## src/rtl/wb_arb_conbus.sv

```systemverilog
// rtl/wb_arb_conbus.sv - Wishbone shared-bus interconnect: round-robin arbiter, address decoder, watchdog
module wb_arb_conbus #(
    parameter int                  NM      = 2,
    parameter int                  NS      = 6,
    parameter int                  DEC_W   = 3,
    parameter logic [NS*DEC_W-1:0] S_ADDR  = {3'b110, 3'b101, 3'b100, 3'b010, 3'b011, 3'b000},
    parameter int                  TIMEOUT = 255
) (
    input  logic             clk,
    input  logic             rst,
    input  logic [NM*32-1:0] m_adr_i,
    input  logic [NM*32-1:0] m_dat_i,
    input  logic [NM*4-1:0]  m_sel_i,
    input  logic [NM-1:0]    m_we_i,
    input  logic [NM-1:0]    m_cyc_i,
    input  logic [NM-1:0]    m_stb_i,
    output logic [31:0]      m_dat_o,
    output logic [NM-1:0]    m_ack_o,
    output logic [NM-1:0]    m_err_o,
    output logic [31:0]      s_adr_o,
    output logic [31:0]      s_dat_o,
    output logic [3:0]       s_sel_o,
    output logic             s_we_o,
    output logic [NS-1:0]    s_cyc_o,
    output logic [NS-1:0]    s_stb_o,
    input  logic [NS*32-1:0] s_dat_i,
    input  logic [NS-1:0]    s_ack_i,
    output logic [NM-1:0]    grant_o
);
    localparam int IW = (NM > 1) ? $clog2(NM) : 1;
    localparam int SW = (NS > 1) ? $clog2(NS) : 1;

    typedef enum logic {ST_IDLE, ST_OWN} state_t;

    state_t          state_q;
    logic [NM-1:0]   grant_q;
    logic [IW-1:0]   last_q;
    logic [NM-1:0]   req_q;
    logic            err_q, err_d;
    logic [15:0]     wd_q, wd_d;

    logic            own, own_cyc, own_stb;
    logic            sel_hit, dec_ack;
    logic [SW-1:0]   sel_idx;
    logic            pick_ok;
    logic [IW-1:0]   pick_idx;

    assign own     = (state_q == ST_OWN);
    assign grant_o = grant_q;

    // During ownership last_q is the current owner's index.
    always_comb begin
        own_cyc = 1'b0;
        own_stb = 1'b0;
        s_adr_o = '0;
        s_dat_o = '0;
        s_sel_o = '0;
        s_we_o  = 1'b0;
        for (int k = 0; k < NM; k++) begin
            if (own && last_q == IW'(k)) begin
                own_cyc = m_cyc_i[k];
                own_stb = m_stb_i[k];
                s_adr_o = m_adr_i[32*k +: 32];
                s_dat_o = m_dat_i[32*k +: 32];
                s_sel_o = m_sel_i[4*k +: 4];
                s_we_o  = m_we_i[k];
            end
        end
    end

    // Descending scan so the lowest matching slave wins.
    always_comb begin
        sel_hit = 1'b0;
        sel_idx = '0;
        for (int j = NS - 1; j >= 0; j--) begin
            if (own && s_adr_o[31 -: DEC_W] == S_ADDR[DEC_W*j +: DEC_W]) begin
                sel_hit = 1'b1;
                sel_idx = SW'(j);
            end
        end
    end

    always_comb begin
        s_cyc_o = '0;
        s_stb_o = '0;
        dec_ack = 1'b0;
        m_dat_o = '0;
        for (int j = 0; j < NS; j++) begin
            if (sel_hit && sel_idx == SW'(j)) begin
                s_cyc_o[j] = own_cyc;
                s_stb_o[j] = own_stb & ~err_q;
                dec_ack    = s_ack_i[j];
                m_dat_o    = s_dat_i[32*j +: 32];
            end
        end
    end

    always_comb begin
        m_ack_o = '0;
        m_err_o = '0;
        for (int k = 0; k < NM; k++) begin
            if (own && last_q == IW'(k)) begin
                m_ack_o[k] = dec_ack & ~err_q;
                m_err_o[k] = err_q;
            end
        end
    end

    // Round-robin search starting one past the last owner.
    always_comb begin
        pick_ok  = 1'b0;
        pick_idx = '0;
        for (int i = 0; i < NM; i++) begin
            for (int k = 0; k < NM; k++) begin
                if (!pick_ok && k == (int'(last_q) + 1 + i) % NM && req_q[k] && m_cyc_i[k]) begin
                    pick_ok  = 1'b1;
                    pick_idx = IW'(k);
                end
            end
        end
    end

    always_comb begin
        err_d = 1'b0;
        wd_d  = '0;
        if (own_cyc && own_stb && !err_q) begin
            if (!sel_hit) begin
                err_d = 1'b1;
            end else if (!dec_ack && TIMEOUT != 0) begin
                if (wd_q + 16'd1 == 16'(TIMEOUT)) begin
                    err_d = 1'b1;
                end else begin
                    wd_d = wd_q + 16'd1;
                end
            end
        end
    end

    always_ff @(posedge clk or negedge rst) begin
        if (!rst) begin
            state_q <= ST_IDLE;
            grant_q <= '0;
            last_q  <= IW'(NM - 1);
            req_q   <= '0;
            err_q   <= 1'b0;
            wd_q    <= '0;
        end else begin
            req_q <= m_cyc_i;
            err_q <= err_d;
            wd_q  <= wd_d;
            case (state_q)
                ST_IDLE: begin
                    if (pick_ok) begin
                        state_q <= ST_OWN;
                        grant_q <= NM'(1) << pick_idx;
                        last_q  <= pick_idx;
                    end
                end
                ST_OWN: begin
                    if (!own_cyc) begin
                        state_q <= ST_IDLE;
                        grant_q <= '0;
                    end
                end
                default: begin
                    state_q <= ST_IDLE;
                    grant_q <= '0;
                end
            endcase
        end
    end
endmodule

```

## config.mk

```make
export PLATFORM = sky130hd
export DESIGN_NAME = wb_arb_conbus
export DESIGN_NICKNAME = d
export VERILOG_FILES = /design/src/rtl/wb_arb_conbus.sv
export SDC_FILE = /design/constraint.sdc
export NUM_CORES = 1
export LEC_CHECK = 0
export CORE_AREA = 2 2 180 182
export CTS_CLUSTER_DIAMETER = 50
export CTS_CLUSTER_SIZE = 14
export DETAILED_ROUTE_END_ITERATION = 12
export DIE_AREA = 0 0 182 184
export GPL_TIMING_DRIVEN = 0
export PLACE_DENSITY = 0.41
export SLEW_MARGIN = 20
export SYNTH_ARGS = -nofsm -noshare
export SYNTH_HDL_FRONTEND = slang
export SYNTH_SLANG_ARGS = --single-unit
export TNS_END_PERCENT = 5
```

## constraint.sdc

```tcl
create_clock -name clk -period 3.9 [get_ports clk]
set_clock_uncertainty 0.15 [all_clocks]
set_input_delay 0.78 -clock clk [delete_from_list [all_inputs] [get_ports clk]]
set_output_delay 0.78 -clock clk [all_outputs]
set_load 0.01 [all_outputs]
```

After elaboration in Yosys (flattened, before gate mapping)
Index checks and enable logic that the tools add are counted.
{ "word_totals": {"out_inout_bits": 119, "input_bits": 342, "ff_bits": 23, "word_cells": 142} }
{ "op_classes": {"n_mux": 73, "shifts": 1, "addsub": 3, "bitwise": 7, "n_eq_ne": 15, "n_reduce_logical": 37} }
{ "ops": {"columns": ["operator", "count"], "rows": [
  ["two-way mux 32 bit", 10],
  ["logical NOT 32 bit", 2],
  ["two-way mux 16 bit", 4],
  ["two-way mux 1 bit", 47],
  ["logical AND 1 bit", 27],
  ["two-way mux 3 bit", 6],
  ["adder 16 x 1 -> 16 bit, second input constant", 1],
  ["== test 16 x 8 -> 1 bit, second input constant", 1],
  ["== test 3 bit, second input constant", 5],
  ["== test 3 x 2 -> 1 bit, second input constant", 4],
  ["two-way mux 4 bit", 2],
  ["logical NOT 3 bit", 2],
  ["== test 2 bit, first input constant", 2],
  ["logical NOT 1 bit", 4],
  ["two-way mux 2 bit", 2],
  ["!= test 2 bit, second input constant", 2],
  ["one-hot mux 2 bit (2 select lines)", 1],
  ["AND reduction 2 bit", 2],
  ["== test 3 x 1 -> 1 bit, second input constant", 1],
  ["NOT 1 bit", 3],
  ["adder 1 bit, second input constant", 2],
  ["AND 1 bit", 2],
  ["AND 1 bit, first input constant", 2],
  ["one-hot mux 1 bit (2 select lines)", 1],
  ["<< shifter 1 x 1 -> 2 bit, first input constant", 1]
]} }

Depth between registers and ports, before layout
Gate-level depths: netlist (run 1).
{ "logic_depth": {"depth_word": 24, "ltp_mapped": 10} }

Worst setup path before layout (run 1)
OpenSTA, ideal clock, no wires.
{ "synth_path": {"path_type": "input-to-output", "from": "input m_adr_i[61]", "to": "output m_dat_o[11]", "cell_stages": 7, "required_ns": 2.970, "setup_slack_ns": 0.686, "arrival_time_ns": 2.284, "path_buffers": 1, "cell_sequence": "mux2_2 and2b_4 nor2b_1 clkbuf_1 a222oi_1 a21oi_1 a221o_1"} }
{ "synth_via": {"elab_chain_len": 17} }
{ "synth_rtl": {"columns": ["item", "line_no", "source"], "rows": [
  ["start: declaration", "11", "input logic [NM*32-1:0] m_adr_i,"],
  ["two-way mux 32 bit (*)", "60", "if (own && last_q == IW'(k)) begin"],
  ["== test 3 bit", "76", "if (own && s_adr_o[31 -: DEC_W] == S_ADDR[DEC_W*j +: DEC_W]) begin"],
  ["logical AND 1 bit", "76", null],
  ["two-way mux 3 bit (6 in a row)", "76", null],
  ["logical NOT 3 bit", "89", "if (sel_hit && sel_idx == SW'(j)) begin"],
  ["logical AND 1 bit", "89", null],
  ["two-way mux 32 bit (5 in a row)", "89", null],
  ["two-way mux 32 bit (*)", "89", null],
  ["end: declaration", "17", "output logic [31:0] m_dat_o,"]
]} }
Mark *: on every way between the ends. The rest lies on a longest branch, timed or not.

Final worst setup path (run 1)
{ "layout_path": {"from": "input m_adr_i[62]", "to": "output m_dat_o[6]"} }
Same word-level chain as after synthesis.

==> impl_metrics.yaml, run 1 <==
die:
  dieArea_um2: 33490
  die_width_um: 182
  die_y_um: 184
  start_util_pct: 11.77
  coreArea_um2: 31390
  num_io_pins: 461
  rows: 65
pwr:
  powerDensity_nw_per_um2: 406.4
  ir_drop_mv: 0.1703
  leakage_nw: 3.776
  p_sw_mw: 1.664
  internal-power_mw: 2.082
  seqPwrFrac_pct: 7.5
  combPwrFrac_pct: 86.5
  total_power_mw: 3.745
  power_switching_share_pct: 44.42
  power_frac_clock_pct: 6.0
grt:
  grt_pass1_vias: 6090
  antenna_found_initial: 11
  grt_overflow: 0
  grt_max_degree: 24
  grt.total_usage_pct: 16.34
  grt_pass1_wl_um: 40670
sta:
  setup_viol: 1
  final.setup.worst_slack_ps: -33.13
  post-route-period-util_pct: 100.8
  worst_slew_pin_slew_ps: 687.2
  fmax_mhz: 254.3
  period_needed_ps: 3933
  rsz0062_at_grt: "yes"
  relSlewSlack_pct: 54.19
  holdWs_ps: 346.4
  finalHoldViolations: 0
  drv_slew: 0
synthesis:
  synth_compound_area_share_pct: 27.41
  synthAdderAreaFrac_pct: 0.6775
  ys_ff_latch: 23
  synthXorXnorAreaFrac_pct: 3.557
  syn_nets: 849
  ys_seq_area_share_pct: 15.62
  post_synth.cell_area_avg_um2: 7.314
  ys.flop_type: "dfrtp_1"
  synthCells: 505
  synthMuxAreaShare_pct: 20.36
  synth-async-reset-ratio_pct: 100.0
  ys_types: 54
  synth_area_um2: 3694
  synth_edf_count: 0
  ys_warn_count: 0
  synthSimpleGateAreaFrac_pct: 25.88
  synth_top_family_by_area: "compound AO/OA/AOI/OAI gates"
critical_path:
  slowest_delay_ps: 640
  critPathLaunchType: "input port"
  cp_data_required_time_ps: 2970
  cp.arrival_ps: 3000
  crit_chain: "dlygate4sd2_1, mux2i_4, and2b_4, nor2b_4, buf_4, a222oi_1, a21oi_1, a221o_1, clkdlybuf4s15_2"
  endpoint_kind: "output pin"
  slowest_stage: "a222oi_1"
  critical_path_class: "input port to output pin"
  reg2reg_slack_ps: 1090
  cp_max_fo: 5
clocking:
  cts_root_buf: "clkbuf_16"
  clk_latency_ps: 260
  ctsHtreeMaxLevel: 1
  cts_max_path_buffers: 2
  clock_sinks: 23
  cts_tree: "done"
  clk_pin_slew_worst_paths_ps: 60
  numCtsBuffers: 3
job:
  max_cap_violations: 0
finish:
  fin_nets: 1327
  final_cell_mix: "422 x clkdlybuf4s50_1, 129 x nor2_1, 69 x mux2i_1, 31 x a21oi_1, 30 x a222oi_1"
  area_delta_synth_final_pct: 149.5
  layout_commonest_cell: "clkdlybuf4s50_1"
  fin_cells: 1389
  drive_above_1_share_pct: 9.470
  final_util_pct: 29.35
drt:
  wl_per_cell_um: 21.15
  route.detailed.drc: 0
  vias: 5874
  wl_um: 29370
  first_pass_iters: 7
  vias_per_cell: 4.229
  ant_nets: 0
  first_iter_violations: 340
placed_design:
  dp.cells: 1367
  gp_congestion: 0.7652
  dp_hpwl_um: 25510
  pre_cts_ws_ps: -1182
  io_buffers: 460
min_path:
  min_path_type: "input port to asynchronous set/reset pin"
status:
  status: "complete, but fails checks"
  violations: "negative setup slack"
[cell families (layout without fill, tap and decap cells)]
| kind of cell | count (synthesis) | in the layout |
|---|---|---|
| flops | 23 | 23 |
| other cells | 0 | 5 |
| fa+ha+maj | 2 | 2 |
| buf+inv | 56 | 533 |
| simple gates | 208 | 208 |
| compound gates | 127 | 127 |
| mux | 74 | 74 |
| xor+xnor | 15 | 15 |
[what timing repair did]
action / CTS / global route
buffers inserted: 8 / 5
hold buffers: 0 / 0
gates cloned: 1 / 0
pin swaps: 28 / 8
endpoints found under the setup margin: 78 / 28
gates resized for setup: 107 / 31
[registers in the layout, indices dropped and copies added, names as in the netlist]
register	cells
wd_q	16
grant_o	2
req_q	2
err_q	1
last_q	1
own	1
[area by class of cell]
type / instances / area [µm²]
Sequential cell: 23 / 576.8
Tap cell: 402 / 503.0
Clock inverter: 1 / 5.005
Multi-Input combinational cell: 426 / 2995
Buffer: 44 / 316.6
Timing Repair Buffer: 474 / 4687
Antenna cell: 5 / 12.51
Fill cell: 3379 / 22180
Inverter: 11 / 43.79
Clock buffer: 3 / 75.07
[power groups by stage]
stage                     logic [mW]  registers, mW  clock network, mW
after floorplan                 1.47          0.283                  0
after global placement          3.20          0.282                  0
after detailed placement        3.18          0.282                  0
after CTS                       3.26          0.279              0.232
after global routing            3.49          0.284              0.246
final                           3.24          0.281              0.226
[routing by layer]
layer,share of wire (%),GRT usage (%),up-vias
met2,53,31.21,287
met4,0.80,2.677,6
met5,0.13,0,-
li1,-,-,2864
met1,38,18.24,2699
met3,8.0,4.497,18
[through the flow]
step | TNS (ps) | instance area [µm²]
3_3_place_gp | -38650 | 8801
2_1_floorplan | 0 | 3694
4_1_cts | -677.1 | 9115
3_5_place_dp | -38250 | 8796
6_report | -33.13 | 9215
5_1_grt | -145.6 | 9210
[Yosys cell counts (3+ instances only)]
| library cell | n | area share (%) |
|---|---|---|
| a21oi_1 | 34 | 4.6 |
| a221o_1 | 29 | 7.9 |
| a222oi_1 | 30 | 8.1 |
| a22oi_1 | 6 | 1.2 |
| and2_1 | 5 | 0.85 |
| and3_1 | 4 | 0.68 |
| buf_1 | 3 | 0.30 |
| buf_2 | 12 | 1.6 |
| clkbuf_1 | 28 | 2.8 |
| dfrtp_1 | 22 | 15 |
| inv_1 | 9 | 0.91 |
| mux2i_1 | 70 | 19 |
| nand2_1 | 24 | 2.4 |
| nand3_1 | 12 | 1.6 |
| nor2_1 | 129 | 13 |
| nor2b_1 | 4 | 0.68 |
| nor3_1 | 8 | 1.1 |
| o211ai_1 | 3 | 0.61 |
| o21ai_0 | 11 | 1.5 |
| xnor2_1 | 7 | 1.7 |
| xor2_1 | 8 | 1.9 |
[worst paths after layout]
check	start	end	depth (start not counted)
max	m_adr_i[62]	m_dat_o[6]	9
min	rst	wd_q[1]	1
max reg2reg	last_q	wd_q[0]	9
min reg2reg	grant_o[0]	grant_o[0]	2
max in group asynchronous	rst	last_q	1
min in group clk	grant_o[0]	grant_o[0]	2
[worst max-delay path, delay by kind of cell]
family,cells,cell delay (ps)
AOI/OAI and AO/OA,3,1100
buffers and inverters,3,650
and+or+nand+nor,2,350
muxes,1,110
(Power assumes the default switching activity.)
==> run 2: changes to the inputs <==
GPL_TIMING_DRIVEN = unset   (was 0)
==> run 2 against run 1 <==
  * The flow still finishes with violations (negative setup slack)
  * Clock-buffer cell count did not move
  * Power down 1.1%
  * Maximum frequency decreased by 0.21%
  * Register-to-register slack worse by 350 ps
  * Critical path type unchanged
  * Largest power group unchanged
==> impl_metrics.yaml, run 2 (synthesized netlist as in run 1, its figures left out) <==
sta:
  finalHoldViolations: 0
  rsz0062_at_grt: "yes"
  post-route-period-util_pct: 101.1
  relSlewSlack_pct: 60.26
  period_needed_ps: 3941
  setup_viol: 3
  worst_slew_pin_slew_ps: 591.6
  fmax_mhz: 253.7
  final.setup.worst_slack_ps: -41.26
  finalSetupTns_ps: -46.06
  drv_slew: 0
  holdWs_ps: 355.9
drt:
  wl_per_cell_um: 19.80
  first_iter_violations: 325
  ant_nets: 0
  wl_um: 27780
  route.detailed.drc: 0
  vias: 5828
  vias_per_cell: 4.154
  first_pass_iters: 6
pwr:
  power_frac_clock_pct: 6.1
  seqPwrFrac_pct: 8.5
  leakage_nw: 3.867
  ir_drop_mv: 0.2550
  combPwrFrac_pct: 85.4
  powerDensity_nw_per_um2: 394.9
  p_sw_mw: 1.585
  power_switching_share_pct: 42.80
  internal-power_mw: 2.119
finish:
  drive_above_1_share_pct: 10.35
  top_register: "wd_q"
  layout_commonest_cell: "clkdlybuf4s50_1"
  design_area_um2: 9378
  area_delta_synth_final_pct: 153.9
  fin_cells: 1403
  largest_register_ffs: 16
  final_util_pct: 29.87
  final_cell_mix: "418 x clkdlybuf4s50_1, 129 x nor2_1, 70 x mux2i_1, 60 x buf_4, 34 x dlygate4sd2_1"
  fin_nets: 1340
grt:
  grt_overflow: 0
  grt_pass1_wl_um: 38950
  grt.total_usage_pct: 15.47
  grt_pass1_vias: 6088
  antenna_found_initial: 14
  grt_max_degree: 76
clocking:
  ctsHtreeMaxLevel: 1
  cts_setup_buffers: 0
  cts_tree: "done"
  clk_pin_slew_worst_paths_ps: 60
  cts_root_buf: "clkbuf_16"
  clk_latency_ps: 260
  cts_max_path_buffers: 2
  clock_sinks: 23
  numCtsBuffers: 3
die:
  die_width_um: 182
  start_util_pct: 11.77
  coreArea_um2: 31390
  num_io_pins: 461
  dieArea_um2: 33490
  rows: 65
  die_y_um: 184
critical_path:
  cp.arrival_ps: 3010
  cp_max_fo: 18
  crit_family: "buffers and inverters"
  endpoint_kind: "output pin"
  cp_data_required_time_ps: 2970
  slowest_delay_ps: 490
  critPathLaunchType: "input port"
  crit_top_cell: "buf_4"
  critical_path_buf_inv_count: 5
  slowest_stage: "clkdlybuf4s50_1"
  critical_path_class: "input port to output pin"
  crit_chain: "clkdlybuf4s50_1, mux2i_1, buf_4, nand2_4, nor2b_2, buf_12, buf_4, a222oi_1, a21oi_1, a221o_1, dlygate4sd2_1"
placed_design:
  dp_hpwl_um: 24030
  io_buffers: 460
  dp.cells: 1393
  gp_congestion: 0.8348
  placed_area_um2: 9294
min_path:
  min_path_type: "flop to flop"
status:
  violations: "negative setup slack"
  status: "complete, but fails checks"
job:
  max_cap_violations: 0
[run 2: cell count changes in the layout (fill, tap and decap cells not counted), moves of 3 or more]
| cell | before | now |
|---|---|---|
| buf_12 | 2 | 10 |
| buf_2 | 5 | 1 |
| buf_4 | 17 | 60 |
| buf_6 | 6 | 1 |
| clkbuf_1 | 8 | 0 |
| clkbuf_2 | 15 | 0 |
| clkbuf_4 | 5 | 0 |
| clkbuf_8 | 3 | 0 |
| clkdlybuf4s15_1 | 3 | 6 |
| clkdlybuf4s50_1 | 422 | 418 |
| dlygate4sd2_1 | 23 | 34 |
| dlymetal6s2s_1 | 5 | 1 |
[run 2: worst register-to-register path, stage by stage (launching register included)]
cell	delay, ps
dfstp_4	710
buf_12	400
mux2i_1	210
buf_4	180
nand2b_1	280
buf_4	230
nor2_1	260
o2111ai_4	350
nor3_1	290
[run 2: what timing repair did]
action                     CTS  global route
resized for setup           57             3
hold buffers                 0             0
pin swaps                   31             4
setup endpoints to repair   39            34
[run 2: final timing paths]
kind	depth (start not counted)	startpoint	slack, ps	end
worst max register to register	8	last_q	740	wd_q[2]
max in group asynchronous	2	rst	2580	last_q
worst max-delay path	11	m_adr_i[63]	-40	m_dat_o[15]
min in group asynchronous	2	rst	730	wd_q[5]
worst min register to register	2	grant_o[0]	360	grant_o[0]
worst min-delay path	2	grant_o[0]	360	grant_o[0]
[run 2: cell type report]
type | count | area (µm²)
inverter | 11 | 41.29
timing repair buffer | 531 | 5221
clock buffer | 3 | 75.07
sequential | 23 | 580.6
clock inverter | 1 | 5.005
antenna | 6 | 15.01
multi-input combinational | 426 | 2937
fill | 3406 | 22010
tap | 402 | 503.0
[run 2: per-stage QoR]
stage | worst slack, ps | power [mW]
final | -41.26 | 3.704
after global routing | -180.7 | 3.985
after CTS | -143.0 | 3.769
after detailed placement | -412.7 | 3.628
after global placement | -407.1 | 3.645
after floorplan | 686.3 | 1.756
[run 2: routing by layer]
metal | global-route usage [%] | vias to the layer above | wire length [µm]
met5 | 0 | - | 61
met4 | 3.129 | 8 | 305
met3 | 4.021 | 27 | 2081
met2 | 29.07 | 287 | 14470
met1 | 17.55 | 2616 | 10870
li1 | - | 2890 | -
[run 2: power by group through the flow]
| stage | logic (mW) | registers (mW) | clock network (mW) |
|---|---|---|---|
| 2_1_floorplan | 1.47 | 0.283 | 0 |
| 3_3_place_gp | 3.33 | 0.315 | 0 |
| 3_5_place_dp | 3.31 | 0.315 | 0 |
| 4_1_cts | 3.22 | 0.314 | 0.235 |
| 5_1_grt | 3.42 | 0.320 | 0.248 |
| 6_report | 3.16 | 0.313 | 0.226 |
